File: src/rtl/pipeline_controller_pkg.sv
// rtl/pipeline_controller_pkg.sv - shared types and sizing helpers for the pipeline controller
package pipeline_ctrl_pkg;

   typedef enum logic [2:0] {
      RUN,
      FLUSH,
      DRAIN,
      HALT_FLUSH,
      HALTED
   } pipe_ctrl_state_e;

   // Counter must hold either the drain budget or the flush length.
   function automatic int PIPE_CTRL_CNT_W(input int num_stages, input int flush_cycles);
      int m;
      m = (num_stages > flush_cycles) ? num_stages : flush_cycles;
      return $clog2(m + 1);
   endfunction

   function automatic int pipe_ctrl_sel_w(input int num_stages);
      return (num_stages > 1) ? $clog2(num_stages) : 1;
   endfunction

endpackage

File: src/rtl/pipeline_controller_if.sv
// rtl/pipeline_controller_if.sv - request, stage control and stage status signals of the controller
interface pipeline_controller_if #(
   parameter int NUM_STAGES = 4
);
   import pipeline_ctrl_pkg::*;

   localparam int SEL_W = pipe_ctrl_sel_w(NUM_STAGES);

   logic [NUM_STAGES-1:0] stall_req;
   logic                  flush_req;
   logic [SEL_W-1:0]      flush_stage;
   logic                  halt_req;
   logic                  resume;
   logic [NUM_STAGES-1:0] s_status_busy;
   logic [NUM_STAGES-1:0] m_ctrl_stall;
   logic [NUM_STAGES-1:0] m_ctrl_flush;
   logic                  flush_ack;
   logic                  halted;
   logic                  pipe_empty;

   modport master (
      input  stall_req, flush_req, flush_stage, halt_req, resume, s_status_busy,
      output m_ctrl_stall, m_ctrl_flush, flush_ack, halted, pipe_empty
   );

   modport slave (
      output stall_req, flush_req, flush_stage, halt_req, resume, s_status_busy,
      input  m_ctrl_stall, m_ctrl_flush, flush_ack, halted, pipe_empty
   );

endinterface

File: src/rtl/pipeline_controller_stall_propagator.sv
// rtl/pipeline_controller_stall_propagator.sv - suffix-OR stall fan-out toward upstream stages
module stall_propagator #(
   parameter int NUM_STAGES = 4
) (
   input  logic [NUM_STAGES-1:0] stall_req_i,
   input  logic                  force_first_i,
   input  logic                  force_all_i,
   output logic [NUM_STAGES-1:0] stall_o
);

   logic acc;

   // A stall at stage i must also hold every older stage feeding it.
   always_comb begin
      stall_o = '0;
      acc     = 1'b0;
      for (int j = NUM_STAGES - 1; j >= 0; j--) begin
         acc        = acc | stall_req_i[j];
         stall_o[j] = acc;
      end
      if (force_first_i) begin
         stall_o[0] = 1'b1;
      end
      if (force_all_i) begin
         stall_o = '1;
      end
   end

endmodule

File: src/rtl/pipeline_controller.sv
// rtl/pipeline_controller.sv - stall propagation, partial flush sequencing and drain-and-halt control
module pipeline_controller
   import pipeline_ctrl_pkg::*;
#(
   parameter int NUM_STAGES   = 4,
   parameter int FLUSH_CYCLES = 1
) (
   input  logic                   clk_i,
   input  logic                   rst_i,
   pipeline_controller_if.master  pif
);

   localparam int CNT_W = PIPE_CTRL_CNT_W(NUM_STAGES, FLUSH_CYCLES);
   localparam int SEL_W = pipe_ctrl_sel_w(NUM_STAGES);

   pipe_ctrl_state_e      state_q, state_d;
   logic [CNT_W-1:0]      cnt_q, cnt_d;
   logic [SEL_W-1:0]      stage_q, stage_d;
   logic [NUM_STAGES-1:0] flush_vec;
   logic                  upper_stall;

   assign pif.pipe_empty = ~|pif.s_status_busy;
   assign upper_stall    = (pif.stall_req >> 1) != '0;

   stall_propagator #(
      .NUM_STAGES (NUM_STAGES)
   ) u_stall_propagator (
      .stall_req_i   (pif.stall_req),
      .force_first_i (state_q == DRAIN),
      .force_all_i   ((state_q == HALT_FLUSH) || (state_q == HALTED)),
      .stall_o       (pif.m_ctrl_stall)
   );

   // Flush, ack and halted come only from registered state so they never glitch on inputs.
   always_comb begin
      flush_vec = '0;
      for (int j = 0; j < NUM_STAGES; j++) begin
         flush_vec[j] = ((state_q == FLUSH) && (j <= int'(stage_q))) || (state_q == HALT_FLUSH);
      end
   end

   assign pif.m_ctrl_flush = flush_vec;
   assign pif.flush_ack    = (state_q == FLUSH) && (cnt_q == CNT_W'(1));
   assign pif.halted       = (state_q == HALTED);

   always_comb begin
      state_d = state_q;
      cnt_d   = cnt_q;
      stage_d = stage_q;
      unique case (state_q)
         RUN: begin
            if (pif.flush_req) begin
               if (int'(pif.flush_stage) >= NUM_STAGES) begin
                  stage_d = SEL_W'(NUM_STAGES - 1);
               end else begin
                  stage_d = pif.flush_stage;
               end
               cnt_d   = CNT_W'(FLUSH_CYCLES);
               state_d = FLUSH;
            end else if (pif.halt_req) begin
               cnt_d   = CNT_W'(NUM_STAGES);
               state_d = DRAIN;
            end
         end
         FLUSH: begin
            if (cnt_q != '0) begin
               cnt_d = cnt_q - CNT_W'(1);
            end
            if (cnt_q <= CNT_W'(1)) begin
               state_d = RUN;
            end
         end
         DRAIN: begin
            // Downstream stalls freeze the drain budget; a stage-0 stall alone does not.
            if (pif.pipe_empty) begin
               cnt_d   = '0;
               state_d = HALT_FLUSH;
            end else if (!upper_stall && (cnt_q != '0)) begin
               cnt_d = cnt_q - CNT_W'(1);
               if (cnt_q == CNT_W'(1)) begin
                  state_d = HALT_FLUSH;
               end
            end
         end
         HALT_FLUSH: begin
            state_d = HALTED;
         end
         HALTED: begin
            if (pif.resume) begin
               state_d = RUN;
            end
         end
         default: begin
            state_d = RUN;
            cnt_d   = '0;
         end
      endcase
   end

   always_ff @(posedge clk_i) begin
      if (rst_i) begin
         state_q <= RUN;
         cnt_q   <= '0;
         stage_q <= '0;
      end else begin
         state_q <= state_d;
         cnt_q   <= cnt_d;
         stage_q <= stage_d;
      end
   end

endmodule

File: src/flat_wrapper.sv
// flat-port wrapper written by rule: the top's interface ports become plain ports
module pipeline_controller_flat import pipeline_ctrl_pkg::*;
#(
   parameter int NUM_STAGES   = 4,
   parameter int FLUSH_CYCLES = 1
)
  (clk_i, rst_i, pif_stall_req, pif_flush_req, pif_flush_stage, pif_halt_req, pif_resume, pif_s_status_busy, pif_m_ctrl_stall, pif_m_ctrl_flush, pif_flush_ack, pif_halted, pif_pipe_empty);
  pipeline_controller_if #(.NUM_STAGES(NUM_STAGES)) pif_i ();
  input  logic clk_i;
  input  logic rst_i;
  input wire logic [$bits(pif_i.stall_req)-1:0] pif_stall_req;
  input wire logic [$bits(pif_i.flush_req)-1:0] pif_flush_req;
  input wire logic [$bits(pif_i.flush_stage)-1:0] pif_flush_stage;
  input wire logic [$bits(pif_i.halt_req)-1:0] pif_halt_req;
  input wire logic [$bits(pif_i.resume)-1:0] pif_resume;
  input wire logic [$bits(pif_i.s_status_busy)-1:0] pif_s_status_busy;
  output wire logic [$bits(pif_i.m_ctrl_stall)-1:0] pif_m_ctrl_stall;
  output wire logic [$bits(pif_i.m_ctrl_flush)-1:0] pif_m_ctrl_flush;
  output wire logic [$bits(pif_i.flush_ack)-1:0] pif_flush_ack;
  output wire logic [$bits(pif_i.halted)-1:0] pif_halted;
  output wire logic [$bits(pif_i.pipe_empty)-1:0] pif_pipe_empty;
  assign pif_i.stall_req = pif_stall_req;
  assign pif_i.flush_req = pif_flush_req;
  assign pif_i.flush_stage = pif_flush_stage;
  assign pif_i.halt_req = pif_halt_req;
  assign pif_i.resume = pif_resume;
  assign pif_i.s_status_busy = pif_s_status_busy;
  assign pif_m_ctrl_stall = pif_i.m_ctrl_stall;
  assign pif_m_ctrl_flush = pif_i.m_ctrl_flush;
  assign pif_flush_ack = pif_i.flush_ack;
  assign pif_halted = pif_i.halted;
  assign pif_pipe_empty = pif_i.pipe_empty;
  pipeline_controller #(.NUM_STAGES(NUM_STAGES), .FLUSH_CYCLES(FLUSH_CYCLES)) u_core (.clk_i(clk_i), .rst_i(rst_i), .pif(pif_i));
endmodule
File: config.mk
export PLATFORM = sky130hd
export DESIGN_NAME = pipeline_controller_flat
export DESIGN_NICKNAME = d
export VERILOG_FILES = /design/src/rtl/pipeline_controller_pkg.sv /design/src/rtl/pipeline_controller_if.sv /design/src/rtl/pipeline_controller_stall_propagator.sv /design/src/rtl/pipeline_controller.sv /design/src/flat_wrapper.sv
export SDC_FILE = /design/constraint.sdc
export NUM_CORES = 1
export LEC_CHECK = 0
export ABC_AREA = 1
export CELL_PAD_IN_SITES_DETAIL_PLACEMENT = 0
export CELL_PAD_IN_SITES_GLOBAL_PLACEMENT = 1
export CORE_MARGIN = 3
export CORE_UTILIZATION = 26
export CTS_CLUSTER_SIZE = 8
export DETAILED_ROUTE_END_ITERATION = 8
export PLACE_DENSITY = 0.79
export SYNTH_ARGS = -nofsm -noshare
export SYNTH_HDL_FRONTEND = slang
export SYNTH_SLANG_ARGS = --single-unit
export TNS_END_PERCENT = 1
File: constraint.sdc
create_clock -name clk_i -period 1.67 [get_ports clk_i]
set_clock_uncertainty 0.2 [all_clocks]
set_input_delay 0.2505 -clock clk_i [delete_from_list [all_inputs] [get_ports clk_i]]
set_output_delay 0.2505 -clock clk_i [all_outputs]
set_load 0.01 [all_outputs]
---- Word level (Yosys, flattened, before mapping) ----
Cells that the tools add are included.
cells by class
  add/sub/neg operators ................... 1
  $lt $le $gt $ge ......................... 4
  eq/ne operators ......................... 11
  muxes and demuxes ....................... 16
  bitwise operators ....................... 4
  reductions and logical operators ........ 20
operators with widths
  kind                                                                              count
  3-bit two-way mux                                                                 12
  3-bit case mux with 5 select lines                                                1
  3-bit case mux with 4 select lines                                                1
  3-bit inequality test, second input constant                                      3
  3-bit by 1-bit == test with 1-bit output, second input constant                   2
  3-bit by 2-bit == test with 1-bit output, second input constant                   2
  2-bit inequality test, second input constant                                      3
  1-bit logical AND                                                                 5
  1-bit logical OR                                                                  5
  5-bit AND reduction                                                               1
  2-bit less-or-equal comparator, first input constant                              2
  4-bit two-way mux                                                                 1
  4-bit AND reduction                                                               1
  4-bit nonzero test                                                                1
  4-bit OR reduction                                                                1
  3-bit == test, second input constant                                              1
  3-bit by 1-bit less-or-equal comparator with 1-bit output, second input constant  1
  3-bit logical NOT                                                                 1
  1-bit bitwise OR                                                                  3
  3-bit nonzero test                                                                1
  3-bit by 1-bit subtractor with 3-bit output, second input constant                1
  1-bit by 2-bit less-or-equal comparator with 1-bit output, first input constant   1
  1-bit logical NOT                                                                 2
  2-bit AND reduction                                                               1
  other kinds (3)                                                                   3
storage, ports and cells
  bits in registers ....................... 8
  bits of input ports ..................... 15
  output and inout port bits .............. 11
  word-level logic and storage cells ...... 59

---- Longest topological paths before layout ----
  depth after elaboration ................. 6
  depth in mapped cells ................... 10

---- Hierarchy ----
From an unflattened synthesis, not the netlist that was laid out.
second synthesis, totals
  cells, all modules ...................... 104
  area total of the unflattened synthesis .. 633.1 sq um
by module, submodules not included
  module               instances  cells each  area an instance (sq um)  sequential area each (sq um)
  pipeline_controller  1          96          599.3                     160.2
  stall_propagator     1          8           33.8                      0.0

---- Worst setup path after synthesis ----
Ideal clock, no wire load.
  path kind ............................... flip-flop to output port
  start point ............................. register u_core.state_q[2]
  end point ............................... output pif_m_ctrl_stall[0]
  arrival time ............................ 1206 ps
  data required time ...................... 1219 ps
  setup slack ............................. 13 ps
  stages on the path, launching flop included .. 7
  cell sequence ........................... dfxtp_1 -> inv_1 -> nand3_1 -> nand2_1 -> inv_1 -> nand3_1 -> or3_1
between the ends
  word-level cells in the longest chain between the ends .. 3
ends and longest elaborated chain
  what                                                              line                                                                   RTL
  from (decl)                                                       pipeline_controller.sv:16                                              pipe_ctrl_state_e state_q, state_d;
  from (signal assigned)                                            pipeline_controller.sv:106                                             state_q <= state_d;
  3-bit by 2-bit == test with 1-bit output (tied with other cells)  pipeline_controller.sv:29                                              .force_first_i (state_q == DRAIN),
  1-bit two-way mux / 1-bit logical OR (equally long branches)      pipeline_controller_stall_propagator.sv:21, pipeline_controller.sv:30
  4-bit two-way mux *                                               pipeline_controller_stall_propagator.sv:24                             if (force_all_i) begin
  to (decl)                                                         flat_wrapper.sv:17                                                     output wire logic [$bits(pif_i.m_ctrl_stall)-1:0] pif_m_ctrl_stall;
Mark *: on every way between the ends. The rest lies on a longest branch, timed or not.

---- Worst setup path in the final report ----
  start point ............................. input pif_stall_req[3]
  end point ............................... output pif_m_ctrl_stall[0]
between the ends
  word-level cells in the longest chain between the ends .. 5
ends and longest elaborated chain
  what                            line                                        RTL
  from (decl)                     flat_wrapper.sv:11                          input wire logic [$bits(pif_i.stall_req)-1:0] pif_stall_req;
  1-bit bitwise OR (3 in series)  pipeline_controller_stall_propagator.sv:18  acc = acc | stall_req_i[j];
  1-bit two-way mux               pipeline_controller_stall_propagator.sv:21  if (force_first_i) begin
  4-bit two-way mux               pipeline_controller_stall_propagator.sv:24
No other way between the ends.

==> key figures <==
Status
  • Status: finished with violations
  • Violated checks: setup timing

Yosys
  • Synth Instances: 99
  • Post-synth top area share: 0.276
  • Area leader, netlist: dfxtp_1
  • Post-synth top cells: 29 x nand2_1, 15 x inv_1, 14 x nor2_1
  • Top area cells in the synthesized netlist: dfxtp_1 28%, nand2_1 19%, inv_1 9.7%
  • Synthesized area per cell: 5.85 um^2
  • Yosys reg bits: 8
  • Register area share after synthesis: 0.276
  • Most numerous cell in the Yosys netlist: nand2_1
  • Mapped Nets: 117
  • Number of distinct library cells after synthesis: 16
  • Post-Syn Area: 579 um^2
  • Fraction of registers with async set/reset: 0
  • Ys Warns: 0
  • Top FF cell, synth: dfxtp_1
  • Number of synthesized flops with an enable pin: 0

Floorplan
  • Row Count: 16
  • Core Area: 2040 um^2
  • Top Ports: 26
  • Die Height: 53.2 um
  • Die Area: 2830 um^2
  • Starting Density: 0.284
  • Die W: 53.2 um

Pwr
  • Pwr/cell area: 1380 nW/um^2
  • Peak supply drop: 781 uV
  • Pwr Total: 1.47 mW
  • Cell leakage power: 0.537 nW
  • Clk network pwr share: 0.097
  • Gate power share: 0.667
  • Sw power: 0.650 mW
  • P_int: 0.822 mW
  • Switching share of power: 0.442
  • Seq pwr share: 0.236

STA
  • Final hold slack: 0.250 ns
  • Final setup vio count: 7
  • Hold Fails Final Rpt: 0
  • Max frequency: 540 MHz
  • Final count of pins violating max slew: 0
  • Post-route clock period utilization: 1.11
  • Final Critical Period: 1.85 ns
  • RSZ-0062 raised after global routing: true
  • Max_slew headroom: 0.841
  • Worst-Margin Slew: 0.238 ns
  • Final setup margin: -0.181 ns

Global routing
  • Wire length of the first global-routing pass: 2.73 mm
  • Remaining global-route overflow: 0
  • Vias in the first global route: 671
  • Largest net degree at the start of global routing: 7
  • Initial antenna violation count: 0
  • GRT Resource Usage Total: 0.129

CTS
  • H-tree depth: 1
  • Clock Latency Late Sink: 0.25 ns
  • CTS Hold Buffers Added: 0
  • Clk slew on worst S/H paths: 0.05 ns
  • Clock Sinks: 8
  • CTS tree: built
  • CTS max path bufs: 2
  • Total CTS buffers: 3
  • CTS root buf: clkbuf_4

Worst hold path
  • HP Start: u_core.stage_q[1]
  • Hold-critical path depth: 2
  • Hold EP: u_core.stage_q[1]
  • Hold Crit Class: reg -> reg

Detailed routing
  • DRT Pass-1 Iters: 4
  • Final wirelength: 1.72 mm
  • WL/cell: 10.0 um
  • DRC viols: 0
  • 1st-iter DRT viols: 14
  • Vias: 762
  • Routed vias/inst: 4.43
  • ANT nets after route: 0

Layout
  • Finished Core Util: 0.522
  • Diode count: 0
  • Final-stage net count: 165
  • Layout area overhead: 84.0%
  • Layout cells sized above 1: 0.324

Setup path
  • Worst r2r path cells: 11
  • Worst r2r dst: u_core.state_q[1]
  • Startpoint Class: primary input
  • R2R setup slack: 0.02 ns
  • CP Capture Type: primary output
  • Critical path class: in -> out
  • CP startpoint: pif_stall_req[3]
  • RR Startpoint: u_core.cnt_q[1]
  • Worst EP required: 1.22 ns
  • Arrival @ worst endpoint: 1.40 ns
  • CP Max Fanout: 2

Place
  • DP Worst Slack: -0.507 ns
  • PortBufs: 25
  • DP Wirelength: 1.40 mm
  • RD Place Congestion: 0.783

Run
  • Max_cap viols: 0
stage by stage:
step | std cells | TNS [ns] | cell area, um^2
finish | 172 | -0.550 | 1070
CTS | 172 | -0.753 | 1000
global route | 172 | -1.72 | 1070
floorplan | 99 | 0 | 579
detailed placement | 168 | -3.44 | 991
global placement | 168 | -3.17 | 991
cells in the final DEF (no fill, tap or decap), types with 4 or more instances in the layout:
master | netlist | routed
clkdlybuf4s50_1 | 0 | 14
nand3_1 | 10 | 7
a21oi_1 | 7 | 5
buf_2 | 0 | 4
buf_4 | 0 | 18
o21ai_0 | 5 | 5
inv_1 | 15 | 14
nor2_1 | 14 | 10
dfxtp_1 | 8 | 4
nand2_1 | 29 | 26
how the worst max path moves through the flow:
stage | end | slack [ns] | cells after the start
floorplan | pif_m_ctrl_stall[0] | 0.01 | 6
global placement | pif_m_ctrl_stall[0] | -0.46 | 5
detailed placement | pif_m_ctrl_stall[0] | -0.51 | 5
CTS | pif_m_ctrl_stall[0] | -0.21 | 7
global route | pif_m_ctrl_stall[0] | -0.23 | 7
finish | pif_m_ctrl_stall[0] | -0.18 | 5
final cells by class:
class / count / area (um^2)
timing repair buffer: 43 / 360
inverter: 15 / 56.3
multi-input combinational: 76 / 423
fill: 220 / 976
sequential: 8 / 170
tap: 27 / 33.8
clock buffer: 3 / 22.5
routing by layer:
layer | up-vias | global-route usage | wire (um)
met1 | 332 | 0.165 | 785
met3 | 2 | 0.0225 | 102
met4 | 0 | 0.0511 | 12
li1 | 405 | - | -
met2 | 23 | 0.212 | 820
met5 | - | 0 | 0
cell families (layout without fill, tap and decap cells):
logic type / Yosys count / count (layout) / synth area share
simple gates: 58 / 58 / 0.417
buf+inv: 15 / 61 / 0.0972
compound gates: 14 / 14 / 0.130
flops: 8 / 8 / 0.276
fa+ha+maj: 3 / 3 / 0.0648
xor+xnor: 1 / 1 / 0.0151
worst max-delay path, stage by stage:
cell	delay, ns
clkdlybuf4s50_1	0.42
nor2_1	0.19
nand3_2	0.09
or3_1	0.30
buf_2	0.14
power groups by stage:
stage | combinational [mW] | sequential [mW] | clock (mW)
floorplan | 0.540 | 0.307 | 0
global placement | 0.916 | 0.316 | 0
detailed placement | 0.925 | 0.318 | 0
CTS | 0.921 | 0.323 | 0.148
global route | 1.12 | 0.360 | 0.159
finish | 0.981 | 0.347 | 0.143
flip-flops by register name, indices dropped and copies added, names as in the netlist:
signal / flops
u_core.cnt_q: 3
u_core.stage_q: 2
u_core.state_q: 3
what timing repair did:
| action | CTS | global route |
|---|---|---|
| setup endpoints to repair | 13 | 15 |
| setup buffers | 1 | 0 |
| gates resized for setup | 35 | 21 |
| pin swaps | 1 | 1 |
No activity file was read; power rests on OpenSTA's default activity.
